`src/rtl/vxe_vpu_lsu_wrq.sv`:
```
// Store-unit write queue: request FIFO feeding a registered memory-request stage, with an outstanding-write
// counter (credit limit) and a sticky error flag. Latency 2 cycles. Upstream is stalled only when the FIFO is full.
module vxe_vpu_lsu_wrq #(
    parameter int FIFO_DEPTH_LOG2 = 2,
    parameter int MAX_OUTSTANDING = 8
) (
    input  logic        clk,
    input  logic        nrst,
    input  logic        i_wrq_wr,
    input  logic [2:0]  i_wrq_th,
    input  logic [36:0] i_wrq_addr,
    input  logic [1:0]  i_wrq_wen,
    input  logic [63:0] i_wrq_data,
    output logic        o_wrq_rdy,
    output logic        o_mrq_valid,
    input  logic        i_mrq_rdy,
    output logic [2:0]  o_mrq_th,
    output logic [36:0] o_mrq_addr,
    output logic [1:0]  o_mrq_wen,
    output logic [63:0] o_mrq_data,
    input  logic        i_mrs_valid,
    input  logic        i_mrs_err,
    input  logic        i_err_clr,
    output logic        o_err,
    output logic        o_busy
);
    localparam int L = FIFO_DEPTH_LOG2;
    localparam int DEPTH = 1 << L;
    localparam logic [3:0] MAX_CNT = 4'(MAX_OUTSTANDING);

    typedef struct packed {
        logic [2:0]  th;
        logic [36:0] addr;
        logic [1:0]  wen;
        logic [63:0] data;
    } wrq_t;

    wrq_t         mem [DEPTH];
    logic [L:0]   wptr;
    logic [L:0]   rptr;
    logic [3:0]   cnt;
    logic         fifo_empty;
    logic         fifo_full;
    logic         push;
    logic         load_ok;
    logic         load;
    logic         err_set;
    wrq_t         head;

    assign fifo_empty = (wptr == rptr);
    assign fifo_full  = (wptr[L-1:0] == rptr[L-1:0]) && (wptr[L] != rptr[L]);
    assign o_wrq_rdy  = !fifo_full;

    // Requests with no word enabled are acknowledged but never reach memory.
    assign push    = i_wrq_wr && o_wrq_rdy && (i_wrq_wen != 2'b00);
    assign load_ok = (!o_mrq_valid || i_mrq_rdy) && ((cnt < MAX_CNT) || i_mrs_valid);
    assign load    = !fifo_empty && load_ok;
    assign head    = mem[rptr[L-1:0]];

    // A response with nothing outstanding is a protocol error; the counter saturates at 0.
    assign err_set = i_mrs_valid && (i_mrs_err || ((cnt == 4'd0) && !load));
    assign o_busy  = !fifo_empty || o_mrq_valid || (cnt != 4'd0);

    always_ff @(posedge clk) begin
        if (push) begin
            mem[wptr[L-1:0]] <= '{th: i_wrq_th, addr: i_wrq_addr, wen: i_wrq_wen, data: i_wrq_data};
        end
    end

    always_ff @(posedge clk or negedge nrst) begin
        if (!nrst) begin
            wptr        <= '0;
            rptr        <= '0;
            cnt         <= 4'd0;
            o_err       <= 1'b0;
            o_mrq_valid <= 1'b0;
            o_mrq_th    <= '0;
            o_mrq_addr  <= '0;
            o_mrq_wen   <= '0;
            o_mrq_data  <= '0;
        end else begin
            if (push) begin
                wptr <= wptr + 1'b1;
            end
            if (load) begin
                rptr        <= rptr + 1'b1;
                o_mrq_valid <= 1'b1;
                o_mrq_th    <= head.th;
                o_mrq_addr  <= head.addr;
                o_mrq_wen   <= head.wen;
                o_mrq_data  <= head.data;
            end else if (i_mrq_rdy) begin
                o_mrq_valid <= 1'b0;
            end

            if (load && !i_mrs_valid) begin
                cnt <= cnt + 4'd1;
            end else if (!load && i_mrs_valid && (cnt != 4'd0)) begin
                cnt <= cnt - 4'd1;
            end

            if (err_set) begin
                o_err <= 1'b1;
            end else if (i_err_clr) begin
                o_err <= 1'b0;
            end
        end
    end
endmodule

```
`config.mk`:
```
export PLATFORM = sky130hd
export DESIGN_NAME = vxe_vpu_lsu_wrq
export DESIGN_NICKNAME = d
export VERILOG_FILES = /design/src/rtl/vxe_vpu_lsu_wrq.sv
export SDC_FILE = /design/constraint.sdc
export NUM_CORES = 1
export LEC_CHECK = 0
export ABC_AREA = 0
export BUFFER_PORTS_ARGS = -buffer_cell sky130_fd_sc_hd__buf_2
export CORE_ASPECT_RATIO = 1.75
export CORE_UTILIZATION = 58
export DETAILED_ROUTE_END_ITERATION = 6
export HOLD_SLACK_MARGIN = 0.15
export PLACE_DENSITY = 0.79
export SYNTH_ARGS = -nofsm -noshare
export SYNTH_HDL_FRONTEND = slang
export SYNTH_SLANG_ARGS = --single-unit
```
`constraint.sdc`:
```
create_clock -name clk -period 5 [get_ports clk]
set_input_delay 0.5 -clock clk [delete_from_list [all_inputs] [get_ports clk]]
set_output_delay 0.5 -clock clk [all_outputs]
set_load 0.01 [all_outputs]
```
==> summary.txt <==
Status
  – Run status: finished, final reports clean

Detailed routing
  – Final wirelength: 40.59 mm
  – Vias per cell: 5.596
  – Antenna-violating nets left: 0
  – DR DRC count: 0
  – 1st-pass router iterations: 5
  – Routed WL per cell: 21.66 um
  – DRT iter0 DRCs: 720
  – Via count: 10.49k

STA
  – RSZ-0062 raised after global routing: false
  – Setup TNS: 0 ns
  – Final Hold Fails: 0
  – Slew Viols, Final: 0
  – Worst hold slack: 0.1609 ns
  – # setup viols final: 0
  – Min cycle time layout: 2.880 ns
  – F_max: 0.3472 GHz
  – Fin crit share: 0.5761
  – Slew HR: 0.2892
  – Clk_skew: 0.009852 ns
  – Slew @ Worst Pin: 1.066 ns

GRT
  – Gr ovfl total: 0
  – Global-route wire length before repair: 61.87 mm
  – Gr usage total: 0.2396
  – Initial antenna violation count: 5
  – Largest net degree at the start of global routing: 86
  – Vias in the first global route: 11.19k

Yosys
  – Cell count after synthesis: 1,083
  – Seq/Total Area, Yosys: 0.7838
  – Cell with the most instances after synthesis: edfxtp_1
  – Main synth FF type: edfxtp_1
  – Async set or reset register ratio after synthesis: 0.2177
  – Post-Syn Area: 0.02001 mm2
  – Main area contributors after synthesis: edfxtp_1 (64%), dfrtp_1 (15%), mux4_2 (12%)
  – #FFs+latches synth: 542
  – Avg Cell Area, Syn: 18.48 um2
  – Synth warn: 0
  – Post-synth EDFFs: 424
  – Synth cell types: 34
  – Leading area contributor after synthesis: edfxtp_1
  – Syn Nets: 1,204
  – Synth cell count leaders: edfxtp_1 (424), nand2_1 (327), dfrtp_1 (118)
  – Top cell type's share of synthesized area: 0.6363

Floorplanning
  – Full die area: 0.03528 mm2
  – Die Ht: 247.7 um
  – IO Pins: 223
  – Starting Density: 0.5911
  – FP Rows: 89
  – Core Box Area: 0.03385 mm2
  – Die Wd: 142.4 um

Clocking
  – Clk_lat worst skew: 0.56 ns
  – Clock tree buffer depth: 3
  – Cts repair resizes: 0
  – Total CTS buffers: 44
  – # Post-CTS Setup Buffers: 0
  – CTS sink cnt: 542
  – TritonCTS clock tree: built
  – Clk slew on worst S/H paths: 0.07 ns
  – Clock root cell: clkbuf_16
  – CTS H-tree lvls: 2

Placed design
  – DPL Wire Length: 23.21 mm
  – Routability cong.: 0.7410
  – Port Buf Inserts: 222
  – Placed Cells: 1,726

Setup path
  – CP required: 5.20 ns
  – Flop2flop setup slack: 2.12 ns
  – Reg2reg start: rptr[0]$_DFFE_PN0P_
  – CP Max Fanout: 73
  – Worst setup SP type: flip-flop
  – Worst-case reg-to-reg path depth: 4
  – R2R Path End: mem[2][91]$_DFFE_PP_
  – Critical path arrival: 3.08 ns
  – Setup crit end kind: flip-flop
  – CP Class: flip-flop to flip-flop

Pwr
  – Pleak: 0.009127 uW
  – Pwr per Cell Area: 612.3 mW/mm2
  – Peak VDD IR: 0.4122 mV

Run
  – Max_cap viols: 0

Final layout
  – Share of post-route cells with drive strength above 1: 0.3027
  – Final core utilization: 0.7034
  – Final cell count without fillers: 1,874
  – Final Net Count: 1,501
  – Synth-to-layout area growth: 19.00%

Worst hold path
  – WHS Path Cells: 1
  – Min-Delay Path Class: primary input to flip-flop
  – Hold_sp: i_wrq_addr[26]
  – Worst Hold Path EP: mem[3][92]$_DFFE_PP_
-- metrics by stage --
stage	area (um2)	setup slack, ns	power, uW
6_report	23810	2.120	14580
5_1_grt	23810	1.944	15320
3_3_place_gp	21660	2.218	10890
4_1_cts	23800	2.104	14710
3_5_place_dp	21660	2.123	11060
2_1_floorplan	20010	0.9050	9611
-- final cells by class --
| type | instances | area, um2 |
|---|---|---|
| Tap cell | 455 | 569.3 |
| Clock inverter | 23 | 275.3 |
| Clock buffer | 57 | 1231 |
| Sequential cell | 542 | 15690 |
| Antenna cell | 5 | 12.51 |
| Multi-Input combinational cell | 487 | 4083 |
| Inverter | 3 | 11.26 |
| Timing Repair Buffer | 302 | 1938 |
| Fill cell | 2175 | 10040 |
-- worst max-delay path by stage --
stage,startpoint,to,slack [ns],depth (start not counted)
finish,rptr[0]$_DFFE_PN0P_,mem[2][91]$_DFFE_PP_,2.12,4
global route,rptr[0]$_DFFE_PN0P_,mem[2][91]$_DFFE_PP_,1.94,4
CTS,rptr[0]$_DFFE_PN0P_,mem[3][25]$_DFFE_PP_,2.10,4
detailed placement,rptr[0]$_DFFE_PN0P_,mem[3][50]$_DFFE_PP_,2.12,4
global placement,rptr[0]$_DFFE_PN0P_,mem[1][50]$_DFFE_PP_,2.22,4
floorplan,rptr[1]$_DFFE_PN0P_,mem[3][0]$_DFFE_PP_,0.91,4
-- kinds of logic after synthesis --
kind of cell	count (synthesis)	share of synthesized area
buffers and inverters	54	0.01326
multiplexers	107	0.1198
AND/OR/NAND/NOR	345	0.06665
XOR/XNOR	10	0.005127
AO/OA/AOI/OAI	17	0.005940
flip-flops	542	0.7838
adder cells (fa/ha/maj)	8	0.005377
-- metal layers --
layer	vias to the layer above	share of wire	GRT usage
li1	4650	-	-
met1	5390	0.37	0.2862
met2	367	0.54	0.4315
met3	78	0.052	0.03782
met4	2	0.036	0.09899
met5	-	0.00034	0
-- what timing repair did --
action                     4_1_cts  5_1_grt
hold endpoints to repair       270        0
hold buffers                    63        0
setup endpoints to repair        0        0
-- critical path: stages (launching register included) --
cell,delay [ns]
dfrtp_4,0.61
xnor2_2,0.24
a31oi_1,0.51
and2_4,0.61
buf_12,0.45
-- registers in the layout, indices dropped and copies added (netlist names) --
signal       count
o_mrq_data      64
o_mrq_addr      37
o_mrq_wen        2
o_mrq_valid      1
o_err            1
cnt              4
o_mrq_th         3
wptr             3
mem            424
rptr             3
-- layout by cell type (no fill, tap or decap), drive strengths merged, types with 3 or more instances in the layout --
cell	netlist	layout
mux4	106	106
diode	0	5
o21ai	3	3
nand2	327	327
nor2b	3	3
nand3	5	5
xnor2	7	7
ha	7	7
clkinv	1	15
bufinv	0	6
xor2	3	3
dfrtp	118	118
dlygate4sd3	0	63
and2	4	4
clkbuf	17	57
buf	34	239
edfxtp	424	424
a21oi	4	4
clkinvlp	0	3
-- where the power goes --
part | switching [uW] | internal (uW)
logic | 2640 | 1830
registers | 471 | 6040
clock network | 1540 | 2060
total | 4660 | 9920
(Power assumes the default switching activity.)
